===== config.mk =====
export PLATFORM = sky130hd
export DESIGN_NAME = hazard_controller_flat
export DESIGN_NICKNAME = d
export VERILOG_FILES = /design/src/rtl/hazard_controller_if.sv /design/src/rtl/hazard_controller.sv /design/src/flat_wrapper.sv
export SDC_FILE = /design/constraint.sdc
export NUM_CORES = 1
export LEC_CHECK = 0
export ABC_AREA = 1
export BUFFER_PORTS_ARGS = -buffer_cell sky130_fd_sc_hd__buf_2
export CORE_MARGIN = 3
export CORE_UTILIZATION = 44
export DETAILED_ROUTE_END_ITERATION = 8
export PLACE_DENSITY = 0.75
export SKIP_LAST_GASP = 1
export SLEW_MARGIN = 20
export SYNTH_ARGS = -nofsm -noshare
export SYNTH_HDL_FRONTEND = slang
export SYNTH_SLANG_ARGS = --single-unit

===== constraint.sdc =====
create_clock -name clk -period 1.5 [get_ports clk]
set_input_delay 0 -clock clk [delete_from_list [all_inputs] [get_ports clk]]
set_output_delay 0 -clock clk [all_outputs]
set_load 0.02 [all_outputs]

===== src/rtl/hazard_controller_if.sv =====
// ---------------------------------------------------------------------------
// hazard_controller_if
//   Bundle between the 5-stage pipeline and its hazard controller.
//
//   Pipeline -> controller:
//     IF_ID_rs, IF_ID_rt  source registers of the instruction in ID
//     ID_uses_rt          ID instruction reads rt
//     ID_uses_hilo        ID instruction is MFHI/MFLO/MULT/DIV
//     ID_EX_rt            destination of the instruction in EX
//     ID_EX_memRead       instruction in EX is a load
//     branch_taken        EX resolved a taken branch/jump
//     md_start, md_is_div MULT/DIV launch pulse and its divide qualifier
//   Controller -> pipeline:
//     pc_write, IF_ID_write, IF_ID_flush, ID_EX_bubble
//     md_busy, md_done (HI/LO write strobe), md_overrun (sticky error)
//     perf_stall_cycles, perf_flush_count (only with HAZARD_PERF_EN)
//
//   Modports: master = pipeline side, slave = hazard controller.
// ---------------------------------------------------------------------------
interface hazard_controller_if;
  logic [4:0]  IF_ID_rs;
  logic [4:0]  IF_ID_rt;
  logic        ID_uses_rt;
  logic        ID_uses_hilo;
  logic [4:0]  ID_EX_rt;
  logic        ID_EX_memRead;
  logic        branch_taken;
  logic        md_start;
  logic        md_is_div;

  logic        pc_write;
  logic        IF_ID_write;
  logic        IF_ID_flush;
  logic        ID_EX_bubble;
  logic        md_busy;
  logic        md_done;
  logic        md_overrun;
`ifdef HAZARD_PERF_EN
  logic [31:0] perf_stall_cycles;
  logic [31:0] perf_flush_count;
`endif

  modport master (
    output IF_ID_rs, IF_ID_rt, ID_uses_rt, ID_uses_hilo, ID_EX_rt,
           ID_EX_memRead, branch_taken, md_start, md_is_div,
    input  pc_write, IF_ID_write, IF_ID_flush, ID_EX_bubble,
           md_busy, md_done, md_overrun
`ifdef HAZARD_PERF_EN
    , input perf_stall_cycles, perf_flush_count
`endif
  );

  modport slave (
    input  IF_ID_rs, IF_ID_rt, ID_uses_rt, ID_uses_hilo, ID_EX_rt,
           ID_EX_memRead, branch_taken, md_start, md_is_div,
    output pc_write, IF_ID_write, IF_ID_flush, ID_EX_bubble,
           md_busy, md_done, md_overrun
`ifdef HAZARD_PERF_EN
    , output perf_stall_cycles, perf_flush_count
`endif
  );
endinterface


===== src/rtl/hazard_controller.sv =====
// ---------------------------------------------------------------------------
// hazard_controller
//   Pipeline sequencing for the 5-stage MIPS core: load-use stalls, EX-resolved
//   branch/jump flushes, and sequencing of the multi-cycle MULT/DIV unit via
//   an internal busy counter.
//
//   Ports:
//     clk    rising-edge clock
//     rst_n  asynchronous active-low reset
//     hz     hazard_controller_if.slave (see interface for signal list)
//
//   Parameters:
//     MULT_CYCLES  busy cycles for MULT/MULTU (1 .. 2**CNT_W-1)
//     DIV_CYCLES   busy cycles for DIV/DIVU   (1 .. 2**CNT_W-1)
//     CNT_W        width of the multi-cycle counter
//
//   Optional build macro HAZARD_PERF_EN adds the 32-bit performance counters
//   perf_stall_cycles and perf_flush_count on the interface.
// ---------------------------------------------------------------------------
module hazard_controller #(
  parameter int MULT_CYCLES = 4,
  parameter int DIV_CYCLES  = 16,
  parameter int CNT_W       = 5
) (
  input  logic                 clk,
  input  logic                 rst_n,
  hazard_controller_if.slave   hz
);

  localparam logic [CNT_W-1:0] MULT_LOAD = CNT_W'(MULT_CYCLES);
  localparam logic [CNT_W-1:0] DIV_LOAD  = CNT_W'(DIV_CYCLES);
  localparam logic [CNT_W-1:0] CNT_ONE   = CNT_W'(1);
  localparam logic [CNT_W-1:0] CNT_ZERO  = '0;

  logic [CNT_W-1:0] md_cnt_q;
  logic [CNT_W-1:0] md_cnt_d;
  logic             md_done_q;
  logic             md_overrun_q;

  logic             md_busy;
  logic             load_haz;
  logic             md_haz;
  logic             stall_req;

  // Hazard detection
  // $0 is hard-wired zero, so a load "to" $0 never produces a dependency.
  assign load_haz = hz.ID_EX_memRead && (hz.ID_EX_rt != 5'd0) &&
                    ((hz.ID_EX_rt == hz.IF_ID_rs) ||
                     (hz.ID_uses_rt && (hz.ID_EX_rt == hz.IF_ID_rt)));

  assign md_busy   = (md_cnt_q != CNT_ZERO);
  assign md_haz    = md_busy && hz.ID_uses_hilo;
  assign stall_req = load_haz || md_haz;

  // Multi-cycle counter next state. A start that arrives while the unit is
  // occupied is dropped; it only raises the overrun flag.
  always_comb begin
    md_cnt_d = md_cnt_q;
    if (hz.md_start && !md_busy) begin
      md_cnt_d = hz.md_is_div ? DIV_LOAD : MULT_LOAD;
    end else if (md_busy) begin
      md_cnt_d = md_cnt_q - CNT_ONE;
    end
  end

  // State registers
  // md_done fires in the first idle cycle after the count expires, which is
  // also the cycle the stalled MFHI/MFLO is released from ID.
  always_ff @(posedge clk or negedge rst_n) begin
    if (!rst_n) begin
      md_cnt_q     <= CNT_ZERO;
      md_done_q    <= 1'b0;
      md_overrun_q <= 1'b0;
    end else begin
      md_cnt_q  <= md_cnt_d;
      md_done_q <= (md_cnt_q == CNT_ONE);
      if (hz.md_start && md_busy) begin
        md_overrun_q <= 1'b1;
      end
    end
  end

  // Pipeline control. A taken branch wins over any stall: the instruction
  // in ID is being squashed anyway, so holding it would be pointless. The
  // counter keeps running because the MULT/DIV is older than the branch.
  always_comb begin
    hz.pc_write     = 1'b1;
    hz.IF_ID_write  = 1'b1;
    hz.IF_ID_flush  = 1'b0;
    hz.ID_EX_bubble = 1'b0;
    if (hz.branch_taken) begin
      hz.IF_ID_flush  = 1'b1;
      hz.ID_EX_bubble = 1'b1;
    end else if (stall_req) begin
      hz.pc_write     = 1'b0;
      hz.IF_ID_write  = 1'b0;
      hz.ID_EX_bubble = 1'b1;
    end
  end

  assign hz.md_busy    = md_busy;
  assign hz.md_done    = md_done_q;
  assign hz.md_overrun = md_overrun_q;

`ifdef HAZARD_PERF_EN
  logic [31:0] perf_stall_q;
  logic [31:0] perf_flush_q;

  // Performance counters; both wrap naturally at 2**32.
  always_ff @(posedge clk or negedge rst_n) begin
    if (!rst_n) begin
      perf_stall_q <= '0;
      perf_flush_q <= '0;
    end else begin
      if (stall_req && !hz.branch_taken) begin
        perf_stall_q <= perf_stall_q + 32'd1;
      end
      if (hz.branch_taken) begin
        perf_flush_q <= perf_flush_q + 32'd1;
      end
    end
  end

  assign hz.perf_stall_cycles = perf_stall_q;
  assign hz.perf_flush_count  = perf_flush_q;
`endif

endmodule


===== src/flat_wrapper.sv =====
// flat-port wrapper written by rule: the top's interface ports become plain ports
module hazard_controller_flat 
#(
  parameter int MULT_CYCLES = 4,
  parameter int DIV_CYCLES  = 16,
  parameter int CNT_W       = 5
)
  (clk, rst_n, hz_IF_ID_rs, hz_IF_ID_rt, hz_ID_uses_rt, hz_ID_uses_hilo, hz_ID_EX_rt, hz_ID_EX_memRead, hz_branch_taken, hz_md_start, hz_md_is_div, hz_pc_write, hz_IF_ID_write, hz_IF_ID_flush, hz_ID_EX_bubble, hz_md_busy, hz_md_done, hz_md_overrun);
  hazard_controller_if hz_i ();
  input  logic clk;
  input  logic rst_n;
  input wire logic [$bits(hz_i.IF_ID_rs)-1:0] hz_IF_ID_rs;
  input wire logic [$bits(hz_i.IF_ID_rt)-1:0] hz_IF_ID_rt;
  input wire logic [$bits(hz_i.ID_uses_rt)-1:0] hz_ID_uses_rt;
  input wire logic [$bits(hz_i.ID_uses_hilo)-1:0] hz_ID_uses_hilo;
  input wire logic [$bits(hz_i.ID_EX_rt)-1:0] hz_ID_EX_rt;
  input wire logic [$bits(hz_i.ID_EX_memRead)-1:0] hz_ID_EX_memRead;
  input wire logic [$bits(hz_i.branch_taken)-1:0] hz_branch_taken;
  input wire logic [$bits(hz_i.md_start)-1:0] hz_md_start;
  input wire logic [$bits(hz_i.md_is_div)-1:0] hz_md_is_div;
  output wire logic [$bits(hz_i.pc_write)-1:0] hz_pc_write;
  output wire logic [$bits(hz_i.IF_ID_write)-1:0] hz_IF_ID_write;
  output wire logic [$bits(hz_i.IF_ID_flush)-1:0] hz_IF_ID_flush;
  output wire logic [$bits(hz_i.ID_EX_bubble)-1:0] hz_ID_EX_bubble;
  output wire logic [$bits(hz_i.md_busy)-1:0] hz_md_busy;
  output wire logic [$bits(hz_i.md_done)-1:0] hz_md_done;
  output wire logic [$bits(hz_i.md_overrun)-1:0] hz_md_overrun;
  assign hz_i.IF_ID_rs = hz_IF_ID_rs;
  assign hz_i.IF_ID_rt = hz_IF_ID_rt;
  assign hz_i.ID_uses_rt = hz_ID_uses_rt;
  assign hz_i.ID_uses_hilo = hz_ID_uses_hilo;
  assign hz_i.ID_EX_rt = hz_ID_EX_rt;
  assign hz_i.ID_EX_memRead = hz_ID_EX_memRead;
  assign hz_i.branch_taken = hz_branch_taken;
  assign hz_i.md_start = hz_md_start;
  assign hz_i.md_is_div = hz_md_is_div;
  assign hz_pc_write = hz_i.pc_write;
  assign hz_IF_ID_write = hz_i.IF_ID_write;
  assign hz_IF_ID_flush = hz_i.IF_ID_flush;
  assign hz_ID_EX_bubble = hz_i.ID_EX_bubble;
  assign hz_md_busy = hz_i.md_busy;
  assign hz_md_done = hz_i.md_done;
  assign hz_md_overrun = hz_i.md_overrun;
  hazard_controller #(.MULT_CYCLES(MULT_CYCLES), .DIV_CYCLES(DIV_CYCLES), .CNT_W(CNT_W)) u_core (.clk(clk), .rst_n(rst_n), .hz(hz_i));
endmodule

==> results of run 1 <==
[path summary, 6_finish.rpt]
kind / from / to / slack (ns)
worst max-delay path: u_core.md_cnt_q[0]$_DFFE_PN0P_ / hz_IF_ID_write / 0.09
worst min-delay path: hz_md_is_div / u_core.md_cnt_q[4]$_DFFE_PN0P_ / 0.04
worst max register to register: u_core.md_cnt_q[0]$_DFFE_PN0P_ / u_core.md_cnt_q[2]$_DFFE_PN0P_ / 0.13
worst min register to register: u_core.md_cnt_q[4]$_DFFE_PN0P_ / u_core.hz.md_done$_DFF_PN0_ / 0.46
max in group asynchronous: rst_n / u_core.md_cnt_q[1]$_DFFE_PN0P_ / 1.24
min in group asynchronous: rst_n / u_core.hz.md_done$_DFF_PN0_ / 0.11
[layout make-up]
type / count / area, um2 / share of cell area
Inverter: 23 / 88.8 / 0.105
Clock buffer: 4 / 26.3 / 0.0310
Sequential cell: 7 / 175 / 0.206
Multi-Input combinational cell: 66 / 343 / 0.404
Tap cell: 14 / 17.5 / 0.0206
Timing Repair Buffer: 34 / 198 / 0.233
[repair_timing]
action                                  CTS  global route
buffers inserted                          0             4
endpoints found under the setup margin    3             3
endpoints found under the hold margin     7             0
cloned                                    0             0
hold buffers                              1             0
resized for setup                         2             3
[synth_stat cells]
cell type,instances,area (um2)
a21oi_1,1,5.00
buf_4,2,15.0
dfrtp_1,7,175
ha_1,2,25.0
inv_1,19,71.3
inv_2,3,11.3
inv_4,1,6.26
nand2_1,36,135
nand2_2,1,6.26
nand3_1,4,20.0
nand3b_4,1,20.0
nand4_1,1,6.26
nor2_1,8,30.0
nor2_2,1,6.26
nor2_4,1,11.3
nor3_1,2,10.0
nor3_2,1,10.0
o21ai_1,4,20.0
o21bai_1,1,7.51
o22ai_1,1,6.26
xnor2_1,1,8.76
[worst max-delay path, cell delays in order (launching register included)]
cell and delay, ns:
dfrtp_1 0.42, inv_2 0.09, ha_4 0.16, nand3b_4 0.13
nand2_2 0.09, nand2_1 0.05, nand2_1 0.06, buf_2 0.16
[through the flow]
step	hold WS [ns]	power (mW)
2_1_floorplan	-0.296	0.667
3_3_place_gp	-0.162	0.778
3_5_place_dp	-0.157	0.793
4_1_cts	0.0396	1.01
5_1_grt	0.0529	1.20
6_report	0.0419	1.10
[power by group through the flow]
stage / clock network [mW] / logic [mW] / registers, mW
2_1_floorplan: 0 / 0.331 / 0.336
3_3_place_gp: 0 / 0.439 / 0.338
3_5_place_dp: 0 / 0.448 / 0.345
4_1_cts: 0.176 / 0.492 / 0.344
5_1_grt: 0.195 / 0.653 / 0.356
6_report: 0.172 / 0.582 / 0.344
[layer usage]
layer / wire length [um] / up-vias / share of wire / GRT usage
li1: - / 361 / - / -
met1: 641 / 277 / 0.46 / 0.221
met2: 627 / 22 / 0.45 / 0.271
met3: 114 / 4 / 0.082 / 0.0636
met4: 16 / 0 / 0.011 / 0.0542
met5: 0 / - / 0 / 0
[sequential cells by signal (all words and copies together), names as in the netlist]
register / flops
u_core.md_cnt_q: 5
u_core.hz.md_done: 1
u_core.hz.md_overrun: 1
[kinds of logic (layout without fill, tap and decap cells)]
group	count (synthesis)	after routing	share of synthesized area
xor gates and xnor gates	1	1	0.0144
and+or+nand+nor	56	56	0.421
buffers and inverters	25	61	0.171
adders and majority gates	2	2	0.0412
DFF	7	7	0.289
AOI/OAI and AO/OA	7	7	0.0639
==> flow_summary.ini, run 1 <==
[cts]
numCtsBuffers = 3
cts_tree = done
cts.clk_slew.worst_paths_ns = 0.05
ctsRootBufferMaster = clkbuf_4
clock_sinks = 7
insertion_delay_ns = 0.25
clockBufferDepth = 2
h-tree-depth = 1

[finish]
utilization = 0.706
final_area_um2 = 848
nNetsFinal = 160
drive_gt1_frac = 0.366
final_cells = 148
area_growth_pct = 39.8
diodes = 0
fillers = 122
layout_common_cells = nand2_1 (35), buf_2 (29), inv_1 (17)
final_common_cell = nand2_1

[sta]
maxSlewViolCount = 0
fmax_mhz = 708
tightest_slew_ns = 0.250
setup_ws_ns = 0.0880
final.setup.tns_ns = 0
setup_viol = 0
hold_violations = 0
post-route-period-util = 0.941
fin_skew_ns = 0.000396
rsz0062_at_grt = false
max_slew_margin = 0.832
period_needed_ns = 1.41

[drt]
drtPass1Iterations = 2
wl_um = 1400
detail-route-antenna-nets = 0
dr.first_iter.drc_count = 7
vias_per_cell = 4.49
num_vias = 664
drc = 0
wl_per_cell_um = 9.45

[placement]
place_hpwl_um = 1180
port_buffers = 29
dpl_cell_area_um2 = 754
dp_slack_ns = 0.145
gp_congestion = 0.790
placed_cells = 139

[power]
sw_frac_of_total = 0.403
powerDensity_nw_per_um2 = 1290
p_sw_uw = 442
p_clk_frac = 0.156
internal_power_uw = 656
p_leak_nw = 0.538
seqPwrFrac = 0.313
combPwrFrac = 0.530
ir_worst_vdd_mv = 0.887

[synthesis]
yosysWarnings = 0
synthCells = 98
netlist_area_um2 = 607
ys_types = 21
synth.ff_latch_count = 7
synth_seq_area_share = 0.289
syn-num-nets = 123
syn_area_per_cell_um2 = 6.19

[die]
rows = 12
die_w_um = 43.1
initial_core_util = 0.505
fp.dieH_um = 43.1
die-area_um2 = 1860
core-area_um2 = 1200
io_pins = 30

[global_routing]
overflow = 0
grt_start_max_net_pins = 8
antenna_found_initial = 0
grt_pass1_vias = 613
grt_usage = 0.174
grt_pass1_wl_um = 2440

[setup_path]
cp-end-kind = output pin
critPathKind = flop to output pin
reg2regPathDepth = 8
cp.arrival_ns = 1.41
crit_path_max_fanout = 6
cp.required_ns = 1.50
start_kind = flop

[job]
max-cap-violations = 0

[worst_hold_path]
holdCritPathClass = input pin to flop
hold_depth = 3

[run_status]
status = finished clean
No activity file was read; power rests on OpenSTA's default activity.
==> run 2: changes to the inputs <==
--- a/config.mk
+++ b/config.mk
@@ -5,12 +5,11 @@
 export SDC_FILE = /design/constraint.sdc
 export NUM_CORES = 1
 export LEC_CHECK = 0
-export ABC_AREA = 1
 export BUFFER_PORTS_ARGS = -buffer_cell sky130_fd_sc_hd__buf_2
-export CORE_MARGIN = 3
-export CORE_UTILIZATION = 44
+export CORE_AREA = 3 3 40 42
 export DETAILED_ROUTE_END_ITERATION = 8
-export PLACE_DENSITY = 0.75
+export DIE_AREA = 0 0 43 45
+export PLACE_DENSITY = 0.69
 export SKIP_LAST_GASP = 1
 export SLEW_MARGIN = 20
 export SYNTH_ARGS = -nofsm -noshare
==> run 2 against run 1 <==
- the flow now finishes with violations (setup timing)
- critical endpoint unchanged
- power grew 2.6%
- clock skew grew 0.0023 ns
- highest routed layer unchanged
- combinational power grew 4.0%
- critical path depth is the same
- routed wire length shrank 14%
- register-to-register slack lost 0.12 ns
- synthesized area shrank 18%
- largest power group unchanged
- sequential power grew 1%
- critical path type unchanged
==> flow_summary.ini, run 2 <==
[finish]
diodes = 0
layout_common_cells = buf_2 (27), buf_4 (11), xor2_1 (9)
final_common_cell = buf_2
largest_reg_flops = 5
area_growth_pct = 61.1
regMostFlops = u_core.md_cnt_q
nNetsFinal = 121
drive_gt1_frac = 0.505
final_cells = 110
fillers = 97
multi_input_area_um2 = 307
regArea_um2 = 175

[power]
internal_power_uw = 714
p_clk_frac = 0.154
p_leak_nw = 0.401
powerDensity_nw_per_um2 = 1410
sw_frac_of_total = 0.366
p_sw_uw = 412
total_power_mw = 1.13
seqPwrFrac = 0.309
combPwrFrac = 0.537
ir_worst_vdd_mv = 0.576

[cts]
cts.clk_slew.worst_paths_ns = 0.05
clock_sinks = 7
insertion_delay_ns = 0.25
cts_tree = done
numCtsBuffers = 3
clockBufferDepth = 2
ctsRootBufferMaster = clkbuf_4
h-tree-depth = 1

[synthesis]
netlist_area_um2 = 495
synth_seq_area_share = 0.354
synth_top_flop_cell = dfrtp_1
synth_edf_count = 0
synth_top_area_cell = dfrtp_1
synth_area_leaders = dfrtp_1 (35%), xor2_1 (16%), ha_1 (5.1%)
synth_top_area_frac = 0.354
syn_area_per_cell_um2 = 9.72
yosysWarnings = 0
yosysMostFrequentCell = xor2_1
syn-num-nets = 76
synthCells = 51
synth.ff_latch_count = 7
yosys-top-cells-count = xor2_1 (9), dfrtp_1 (7)
async_flop_share = 1.00
ys_types = 24

[drt]
detail-route-antenna-nets = 0
vias_per_cell = 4.93
drtPass1Iterations = 4
drc = 0
wl_per_cell_um = 11.0
wl_um = 1210
dr.first_iter.drc_count = 4
num_vias = 542

[placement]
place_hpwl_um = 919
gp_congestion = 0.720
port_buffers = 29
placed_cells = 97

[sta]
maxSlewViolCount = 0
setup_ws_ns = -0.0667
hold_violations = 0
final.setup.tns_ns = -0.155
setup_viol = 3
rsz0062_at_grt = true
period_needed_ns = 1.57
tightest_slew_ns = 0.243
max_slew_margin = 0.837
post-route-period-util = 1.04
fin_skew_ns = 0.00266
fmax_mhz = 638

[die]
fp.dieH_um = 45
die_w_um = 43
die-area_um2 = 1940
core-area_um2 = 1280
initial_core_util = 0.386
rows = 13
io_pins = 30

[job]
max-cap-violations = 0

[setup_path]
crit_path_max_fanout = 4
cp.required_ns = 1.50
cp-end-kind = output pin
start_kind = flop
critPathKind = flop to output pin
cp.arrival_ns = 1.57
ff2ff_setup_slack_ns = 0.01

[global_routing]
grt_pass1_wl_um = 1970
grt_start_max_net_pins = 8
grt_usage = 0.142
grt_pass1_vias = 520
overflow = 0
antenna_found_initial = 0

[run_status]
violations = setup timing
status = complete, but fails checks

[worst_hold_path]
holdCritPathClass = input pin to flop
## run 2: changes by cell type after synthesis, moves of 2 or more
cell     previous run  this run
nand2_1            36         1
inv_1              19         2
xor2_1              0         9
nor2_1              8         3
nand3_1             4         0
a21o_1              0         3
a21oi_1             1         3
inv_2               3         1
or3_1               0         2
## run 2: power groups by stage
stage               logic, mW  registers, mW  clock network [mW]
floorplan               0.259          0.353                   0
global placement        0.445          0.341                   0
detailed placement      0.449          0.341                   0
CTS                     0.530          0.345               0.178
global route            0.664          0.353               0.189
finish                  0.605          0.348               0.173
## run 2: worst max-delay path, stage by stage, from the launching register on
cell and delay [ns]:
dfrtp_1 0.39, inv_2 0.07, ha_4 0.13, nor4b_4 0.22, inv_2 0.08, nand3b_1 0.09, o31a_1 0.19, buf_6 0.14
## run 2: logic make-up (layout without fill, tap and decap cells)
kind of cell	Yosys count	after routing	synth area share
flops	7	7	0.354
simple gates	15	15	0.210
xor+xnor	10	10	0.177
compound gates	12	12	0.157
fa+ha+maj	2	2	0.0505
buf+inv	5	49	0.0530
## run 2: layer usage
metal | track usage | wire length (um) | vias up
met5 | 0 | 0 | -
met1 | 0.140 | 451 | 241
met3 | 0.0279 | 112 | 4
met2 | 0.251 | 599 | 27
met4 | 0.127 | 41 | 0
li1 | - | - | 270
## run 2: metrics by stage
stage / instance area (um2) / hold slack (ns) / util / setup WS [ns]
detailed placement: 677 / -0.162 / 0.527 / 0.0377
finish: 798 / 0.0850 / 0.621 / -0.0667
CTS: 768 / 0.0832 / 0.598 / -0.0457
floorplan: 502 / -0.296 / - / -0.104
global placement: 677 / -0.161 / 0.527 / 0.0773
global route: 798 / 0.105 / 0.621 / -0.171
## run 2: worst paths after layout
kind	from	end	depth (start not counted)
min reg2reg	u_core.hz.md_overrun$_DFFE_PN0P_	u_core.hz.md_overrun$_DFFE_PN0P_	1
min	hz_md_is_div	u_core.md_cnt_q[2]$_DFFE_PN0P_	3
max reg2reg	u_core.md_cnt_q[0]$_DFFE_PN0P_	u_core.md_cnt_q[1]$_DFFE_PN0P_	7
max in group asynchronous	rst_n	u_core.hz.md_done$_DFF_PN0_	2
max	u_core.md_cnt_q[0]$_DFFE_PN0P_	hz_IF_ID_write	7
min in group asynchronous	rst_n	u_core.md_cnt_q[2]$_DFFE_PN0P_	2
## run 2: cell type report
| cell class | count | area share |
|---|---|---|
| Clock buffer | 4 | 0.0329 |
| Inverter | 3 | 0.0141 |
| Tap cell | 15 | 0.0235 |
| Multi-Input combinational cell | 39 | 0.384 |
| Sequential cell | 7 | 0.219 |
| Timing Repair Buffer | 42 | 0.326 |
## run 2: repair_timing
item / 4_1_cts / 5_1_grt
hold endpoints to repair: 8 / 0
pin swaps: 2 / 0
gates resized for setup: 7 / 0
setup endpoints to repair: 3 / 4
setup buffers: 3 / 4
hold buffers: 2 / 0
